### src/rtl/light_pkg.sv
// light_pkg: shared FSM type and constants for the light sensor scheduler.
// Used by light_sched and light_avg.
package light_pkg;

  localparam int SAMPLE_W     = 8;
  localparam int DEF_INTERVAL = 1000;
  localparam int DEF_TIMEOUT  = 64;

  typedef enum logic [2:0] {
    S_IDLE,
    S_WAIT_TICK,
    S_CONVERT,
    S_FILTER,
    S_PUSH
  } state_t;

endpackage

### src/rtl/light_avg.sv
// light_avg: ring buffer plus running sum giving a 2**AVG_LOG2 moving average.
// init seeds every entry with the sample so the first average equals it.
module light_avg
  import light_pkg::*;
#(
  parameter int AVG_LOG2 = 2
) (
  input  logic                clk,
  input  logic                rst_n,
  input  logic                load,
  input  logic                init,
  input  logic [SAMPLE_W-1:0] sample,
  output logic [SAMPLE_W-1:0] avg
);

  localparam int DEPTH = 1 << AVG_LOG2;
  localparam int PW    = (AVG_LOG2 > 0) ? AVG_LOG2 : 1;
  localparam int SW    = SAMPLE_W + AVG_LOG2;

  logic [SAMPLE_W-1:0] r_buf [DEPTH];
  logic [PW-1:0]       r_ptr;
  logic [SW-1:0]       r_sum;
  logic [SW-1:0]       w_sum_nxt;
  logic [PW-1:0]       w_ptr_nxt;

  // r_ptr always points at the oldest entry
  always_comb begin
    w_sum_nxt = r_sum - SW'(r_buf[r_ptr]) + SW'(sample);
    w_ptr_nxt = (r_ptr == PW'(DEPTH - 1)) ? '0 : r_ptr + PW'(1);
  end

  always_ff @(posedge clk or negedge rst_n) begin
    if (!rst_n) begin
      r_sum <= '0;
      r_ptr <= '0;
      for (int i = 0; i < DEPTH; i++) r_buf[i] <= '0;
    end else if (load) begin
      if (init) begin
        for (int i = 0; i < DEPTH; i++) r_buf[i] <= sample;
        r_sum <= SW'(sample) << AVG_LOG2;
        r_ptr <= '0;
      end else begin
        r_buf[r_ptr] <= sample;
        r_sum        <= w_sum_nxt;
        r_ptr        <= w_ptr_nxt;
      end
    end
  end

  assign avg = r_sum[SW-1:AVG_LOG2];

endmodule

### src/rtl/light_sched.sv
// light_sched: periodic light-sensor conversion, averaging and duty handoff.
// Define LIGHT_SCHED_INVERT_EN to output duty = 255 - avg.
module light_sched
  import light_pkg::*;
#(
  parameter int INTERVAL = DEF_INTERVAL,
  parameter int TIMEOUT  = DEF_TIMEOUT,
  parameter int AVG_LOG2 = 2
) (
  input  logic                clk,
  input  logic                rst_n,
  input  logic                enable,
  input  logic                err_clr,
  output logic                conv_start,
  input  logic                conv_done,
  input  logic [SAMPLE_W-1:0] sample,
  output logic [SAMPLE_W-1:0] duty,
  output logic                duty_valid,
  input  logic                duty_ready,
  output logic                timeout_err,
  output logic                busy
);

  localparam int IW = $clog2(INTERVAL + 1);
  localparam int TW = $clog2(TIMEOUT + 1);

  state_t              r_state;
  state_t              w_nstate;
  logic [IW-1:0]       r_icnt;
  logic [IW-1:0]       w_icnt;
  logic [IW-1:0]       w_icnt_run;
  logic [TW-1:0]       r_tcnt;
  logic [TW-1:0]       w_tcnt;
  logic                w_iexp;
  logic                w_start;
  logic                w_accept;
  logic                w_tout;
  logic                w_push;
  logic                w_pop;
  logic                r_first;
  logic                r_conv_start;
  logic [SAMPLE_W-1:0] r_duty;
  logic                r_duty_valid;
  logic                r_terr;
  logic [SAMPLE_W-1:0] w_avg;
  logic [SAMPLE_W-1:0] w_map;

  light_avg #(
    .AVG_LOG2 (AVG_LOG2)
  ) u_avg (
    .clk    (clk),
    .rst_n  (rst_n),
    .load   (w_accept),
    .init   (r_first),
    .sample (sample),
    .avg    (w_avg)
  );

`ifdef LIGHT_SCHED_INVERT_EN
  assign w_map = 8'hFF - w_avg;
`else
  assign w_map = w_avg;
`endif

  assign w_iexp     = (r_icnt == IW'(INTERVAL - 1));
  assign w_icnt_run = w_iexp ? '0 : r_icnt + IW'(1);

  always_ff @(posedge clk or negedge rst_n) begin
    if (!rst_n) begin
      r_state <= S_IDLE;
      r_icnt  <= '0;
      r_tcnt  <= '0;
    end else begin
      r_state <= w_nstate;
      r_icnt  <= w_icnt;
      r_tcnt  <= w_tcnt;
    end
  end

  // Only WAIT_TICK can fire a tick; expiries elsewhere just wrap
  always_comb begin
    w_nstate = r_state;
    w_icnt   = r_icnt;
    w_tcnt   = r_tcnt;
    w_start  = 1'b0;
    w_accept = 1'b0;
    w_tout   = 1'b0;
    w_push   = 1'b0;
    w_pop    = 1'b0;
    unique case (r_state)
      S_IDLE: begin
        if (enable) begin
          w_nstate = S_WAIT_TICK;
          w_icnt   = '0;
        end
      end
      S_WAIT_TICK: begin
        w_icnt = w_icnt_run;
        if (!enable) begin
          w_nstate = S_IDLE;
          w_icnt   = '0;
        end else if (w_iexp) begin
          w_nstate = S_CONVERT;
          w_start  = 1'b1;
          w_tcnt   = '0;
        end
      end
      S_CONVERT: begin
        w_icnt = w_icnt_run;
        w_tcnt = r_tcnt + TW'(1);
        if (conv_done) begin
          w_nstate = S_FILTER;
          w_accept = 1'b1;
        end else if (r_tcnt == TW'(TIMEOUT - 1)) begin
          w_tout   = 1'b1;
          w_icnt   = '0;
          w_nstate = enable ? S_WAIT_TICK : S_IDLE;
        end
      end
      S_FILTER: begin
        w_icnt   = w_icnt_run;
        w_push   = 1'b1;
        w_nstate = S_PUSH;
      end
      S_PUSH: begin
        w_icnt = w_icnt_run;
        if (r_duty_valid && duty_ready) begin
          w_pop    = 1'b1;
          w_nstate = enable ? S_WAIT_TICK : S_IDLE;
        end
      end
      default: begin
        w_nstate = S_IDLE;
        w_icnt   = '0;
      end
    endcase
  end

  always_ff @(posedge clk or negedge rst_n) begin
    if (!rst_n) begin
      r_conv_start <= 1'b0;
      r_duty       <= '0;
      r_duty_valid <= 1'b0;
      r_terr       <= 1'b0;
      r_first      <= 1'b1;
    end else begin
      r_conv_start <= w_start;
      if (w_push) begin
        r_duty       <= w_map;
        r_duty_valid <= 1'b1;
      end else if (w_pop) begin
        r_duty_valid <= 1'b0;
      end
      // a fresh timeout wins over a same-cycle clear
      if (w_tout) r_terr <= 1'b1;
      else if (err_clr) r_terr <= 1'b0;
      if (w_accept) r_first <= 1'b0;
    end
  end

  assign conv_start  = r_conv_start;
  assign duty        = r_duty;
  assign duty_valid  = r_duty_valid;
  assign timeout_err = r_terr;
  assign busy        = (r_state != S_IDLE);

endmodule

### config.mk
export PLATFORM = sky130hd
export DESIGN_NAME = light_sched
export DESIGN_NICKNAME = d
export VERILOG_FILES = /design/src/rtl/light_pkg.sv /design/src/rtl/light_avg.sv /design/src/rtl/light_sched.sv
export SDC_FILE = /design/constraint.sdc
export NUM_CORES = 1
export LEC_CHECK = 0
export ABC_AREA = 1
export CORE_MARGIN = 2
export CORE_UTILIZATION = 62
export CTS_CLUSTER_DIAMETER = 120
export DETAILED_ROUTE_END_ITERATION = 12
export PLACE_DENSITY = 0.83
export RECOVER_POWER = 50
export SYNTH_ARGS = -nofsm -noshare
export SYNTH_HDL_FRONTEND = slang
export SYNTH_SLANG_ARGS = --single-unit
### constraint.sdc
create_clock -name clk -period 6.25 [get_ports clk]
set_input_delay 1.25 -clock clk [delete_from_list [all_inputs] [get_ports clk]]
set_output_delay 1.25 -clock clk [all_outputs]
set_load 0.02 [all_outputs]
======== Yosys cells after proc, flatten, opt, wreduce, memory -nomap -nowiden ========
Index checks and enable logic that the tools add are counted.
storage, ports and cells
  register bits after elaboration ......... 76
  output and inout port bits .............. 12
  bits in writable memories ............... 0
  memory bits (read-only) ................. 0
  memories ................................ 0
  bits in latches ......................... 0
  logic and storage cells ................. 87
operators by class
  $add $sub $neg .......................... 5
  bitwise logic cells ..................... 1
  mux-type cells .......................... 42
  multiply operators ...................... 0
  shifts and indexed selects .............. 0
  order comparisons ....................... 2
  eq/ne operators ......................... 13
  divide/modulo/power cells ............... 0
  reduce and logical (&&, ||, !) cells .... 10
operator list
  cell                   number
  $mux 10                6
  $pmux 10 s4            1
  $bwmux 32              1
  $mux 32                1
  $mux 8                 3
  $mux 3                 6
  $bmux 8 s2             1
  $demux 8 s2            1
  $mux 1                 16
  $pmux 3 s5             1
  $mux 7                 2
  $pmux 7 s2             1
  $add 10x1->10 const B  1
  $add 10x8->10          1
  $eq 10x10->1 const B   1
  $sub 10x8->10          1
  $ne 2x2->1 const B     4
  $add 7x1->7 const B    1
  $eq 7x6->1 const B     1
  $eq 3x2->1 const B     2
  $ne 3x3->1 const B     2
  $reduce_bool 2->1      3
  $mux 2                 2
  $reduce_and 4->1       1
  other kinds (12)       13

======== Depth between registers and ports, before layout ========
  word-level depth ........................ 7
  depth in mapped cells ................... 17
  mapped depth without buffers ............ 16

======== By module ========
Synthesis repeated with hierarchy kept, for this count alone.
unflattened totals
  cells, all modules ...................... 563
  area total of the unflattened synthesis .. 4451.8 µm²
by module, submodules not included
  module       area an instance (µm²)  sequential area each (µm²)  times used  cells an instance
  light_avg    2722.6                  1101.1                      1           333
  light_sched  1729.2                  802.0                       1           230

======== Worst setup path after synthesis ========
Ideal clock, no wire load.
  path kind ............................... input to register
  start point ............................. input sample[4]
  end point ............................... register u_avg.r_sum[7]
  required time ........................... 6127 ps
  setup time .............................. 123 ps
  arrival ................................. 2930 ps
  buffers on the path ..................... 0
  setup slack ............................. 3197 ps
  stages .................................. 10
  path through ............................ inv_1 -> fa_1 -> inv_1 -> ha_1 -> a21oi_1 -> nor2_1 -> nor2_1 -> a21oi_1 -> o21ai_0 -> nand2_1
on the way
  word-level cells in the longest chain between the ends .. 2
ends and longest elaborated chain
  element               RTL line           source
  from (decl)           light_sched.sv:16  input logic [SAMPLE_W-1:0] sample,
  $add 10x8->10         light_avg.sv:28    w_sum_nxt = r_sum - SW'(r_buf[r_ptr]) + SW'(sample);
  $mux 10               light_avg.sv:38    if (init) begin
  to (signal assigned)  light_avg.sv:40    r_sum <= SW'(sample) << AVG_LOG2;
  to (signal assigned)  light_avg.sv:44    r_sum <= w_sum_nxt;
  to (decl)             light_avg.sv:22    logic [SW-1:0] r_sum;
Every way passes these cells.
A chain may end at the register's enable or synchronous reset.

======== Final worst setup path ========
  start point ............................. register u_avg.r_ptr[0]
  end point ............................... register u_avg.r_sum[7]
on the way
  word-level cells in the longest chain between the ends .. 7
ends and longest elaborated chain
  element                                     RTL line         source
  from (decl)                                 light_avg.sv:21  logic [PW-1:0] r_ptr;
  from (signal assigned)                      light_avg.sv:45  r_ptr <= w_ptr_nxt;
  $not 2->3 (implied by the code)             light_avg.sv:28
  $bmux 8 s2                                  light_avg.sv:28
  $mux 8 (implied by the code) (2 in series)  light_avg.sv:28
  $sub 10x8->10                               light_avg.sv:28
  $add 10x8->10                               light_avg.sv:28
  $mux 10                                     light_avg.sv:38
Every way passes these cells. The select of a mux whose other input is x is not followed.

==> qor.yml <==
synthDominantCellAreaShare_pct: 44.0
fin_nets: 563
cts_resized: 0
slowest_stage: "dfrtp_1"
fillers: 510
postCtsSetupBuffers: 0
cts_hold_buf: 0
timing.rr.end: "u_avg.r_sum[7]$_DFFE_PN0P_"
p_per_area_nw_per_um2: 613
rsz0062_at_grt: "no"
cts_tree: "yes"
post_synth.cell_area_avg_um2: 8.52
syn_inst: 501
reg2reg_setup_slack_ps: 2490
grt_first_pass_wirelength_mm: 15.2
crit_fanout: 20
fin_skew_ps: 11.0
yosysUniqueCellTypes: 38
cts.sinks: 76
required_ps: 6500
netlist_area_um2: 4270
yosysWarnings: 0
diodes: 0
fin_crit_ps: 3760
grt_max_degree: 77
start_util_pct: 63.5
max_freq_mhz: 266
io_buffers: 25
clkTransAtPathRegs_ps: 80
ys_ff_latch: 76
worst_pin_slew_ps: 920
hold_viol: 0
drive_above_1_share_pct: 8.11
areaGrowthSynthToFinish_pct: 11.1
viasPerCell: 5.67
cp-start-kind: "flop"
fp.dieW_um: 87.0
power.leakage_nw: 2.31
vdd_drop_max_v: 0.000503
core_area_um2: 6720
crit_type: "reg2reg"
hpwlAfterDp_mm: 6.04
worst_setup_path_end_kind: "flop"
cts_made_buffers: 9
tns_ps: 0
drc: 0
crit_end: "u_avg.r_sum[7]$_DFFE_PN0P_"
maxCapViolations: 0
crit_buf_inv: 2
antenna_found_initial: 0
critPathMaxStageDelay_ps: 750
arrival_ps: 4010
dr.pass1.iters: 5
layout_commonest_cell: "nand2_1"
h-tree-depth: 3
fin_crit_sh_pct: 60.2
setup_viol: 0
ys_seq_area_share_pct: 44.6
synthTopCellsByArea: "dfrtp_1, nand2_1, inv_1, ha_1, o21ai_0"
cts-root-buf: "clkbuf_8"
place.gp.congestion: 0.931
grt_pass1_vias: 3350
min_path_type: "reg2reg"
status: "finished, final reports clean"
rr_worst_depth: 12
crit_path_cell_trace: "clkinv_1, o21ai_0, o22ai_1, fa_1, inv_1, ha_1, a21oi_1, nor2_1, nor2_1, a21oi_1, o21ai_0, nand2_1"
drt_iter0_drc: 228
rr_startpoint: "u_avg.r_ptr[0]$_DFFE_PN0P_"
clock_path_buffers: 2
fp-row-count: 30
whs_ps: 489
relSlewSlack_pct: 38.7
track_usage_pct: 26.1
clk_latency_ps: 370
cp_top_family: "compound AO/OA/AOI/OAI gates"
ant_nets: 0
die_y_um: 87.0
syn-num-nets: 539
fp.dieArea_um2: 7570
ios: 26
crit_cells: 12
wl_per_cell_um: 14.8
critPathLaunch: "u_avg.r_ptr[0]$_DFFE_PN0P_"
layout_common_cells: "nand2_1, dfrtp_1, inv_1, o21ai_0, nor2_1"
grt-ovfl-total: 0
via_count: 3461
drt_wl_total_mm: 9.01
yosys.area.top_type: "dfrtp_1"
drv_slew: 0
-- sequential cells by signal, indices dropped and copies added, names as in the netlist --
name and flops:
timeout_err 1, r_tcnt 7, duty 8, u_avg.r_buf 32
duty_valid 1, r_icnt 10, r_first 1, u_avg.r_ptr 2
u_avg.r_sum 10, r_state 3, conv_start 1
-- metrics by stage --
step / cells / power (mW) / area, um2 / setup WS (ps) / utilization (%)
global route: 610 / 3.20 / 4740 / 2130 / 70.6
detailed placement: 594 / 2.45 / 4520 / 2540 / 67.3
floorplan: 501 / 2.09 / 4270 / 3200 / -
CTS: 610 / 2.90 / 4750 / 2550 / 70.7
global placement: 594 / 2.39 / 4520 / 2620 / 67.3
finish: 610 / 2.91 / 4740 / 2490 / 70.6
-- worst reg2reg max path: stages (launching register included) --
cell      delay [ps]
dfrtp_1          750
clkinv_1         650
o21ai_0          370
o22ai_1          130
fa_1             500
inv_1             50
ha_1             350
a21oi_1          310
nor2_1            70
nor2_1           170
a21oi_1           80
o21ai_0          170
nand2_1           60
-- cells by family after synthesis --
| logic type | share of synthesized area [%] |
|---|---|
| adder cells (fa/ha/maj) | 8.44 |
| XOR/XNOR | 2.87 |
| flip-flops | 44.6 |
| buffers and inverters | 8.00 |
| multiplexers | 0.733 |
| AND/OR/NAND/NOR | 19.9 |
| AO/OA/AOI/OAI | 15.5 |
-- power by group --
| group | leakage [nW] | internal [mW] | switching [mW] | total, mW |
|---|---|---|---|---|
| registers | 0.965 | 0.684 | 0.156 | 0.840 |
| clock network | 0.110 | 0.227 | 0.201 | 0.428 |
| logic | 1.23 | 0.640 | 1.00 | 1.64 |
-- per-layer routing --
layer | track usage [%] | share of wire, % | vias up
met3 | 4.83 | 4.2 | 27
li1 | - | - | 1685
met1 | 32.4 | 42 | 1645
met4 | 13.8 | 3.3 | 0
met2 | 43.2 | 50 | 104
met5 | 0 | 0 | -
-- cell type report --
class	count	area, um2	area share, %
inverter	63	249	5.25
clock inverter	7	98.8	2.08
clock buffer	9	124	2.61
timing repair buffer	25	248	5.22
sequential	76	1900	40.1
tap	80	100	2.11
multi-input combinational	350	2020	42.6
-- cell usage after synthesis --
cell	count
o21ai_2	11
nor3_1	4
buf_2	2
buf_1	1
nand3b_1	2
nor2_2	3
dfrtp_1	75
nand2_1	120
fa_1	8
inv_8	1
clkbuf_1	2
nand3_4	1
o21a_1	1
clkinv_1	2
o22ai_1	10
buf_6	5
o21ai_4	4
nand4_1	4
nand2_2	2
mux2i_1	2
xor2_1	10
and3_1	1
mux2_2	1
nand3_1	27
inv_2	1
o21bai_1	1
xnor2_1	4
a21oi_1	20
nor2_1	34
o21ai_1	21
a22oi_1	3
inv_1	58
buf_4	2
ha_1	16
inv_6	1
nand2_8	1
o21ai_0	39
dfstp_2	1
-- how the worst min path moves through the flow --
stage                                     start                           to  cells past startpoint
finish                      duty[3]$_DFFE_PN0P_          duty[3]$_DFFE_PN0P_                      2
global route                duty[2]$_DFFE_PN0P_          duty[2]$_DFFE_PN0P_                      2
CTS                 u_avg.r_buf[26]$_DFFE_PN0P_  u_avg.r_buf[26]$_DFFE_PN0P_                      2
detailed placement  u_avg.r_buf[13]$_DFFE_PN0P_  u_avg.r_buf[13]$_DFFE_PN0P_                      2
global placement    u_avg.r_buf[14]$_DFFE_PN0P_  u_avg.r_buf[14]$_DFFE_PN0P_                      2
floorplan            u_avg.r_sum[6]$_DFFE_PN0P_   u_avg.r_sum[6]$_DFFE_PN0P_                      2
Power figures use the tool's default switching activity.
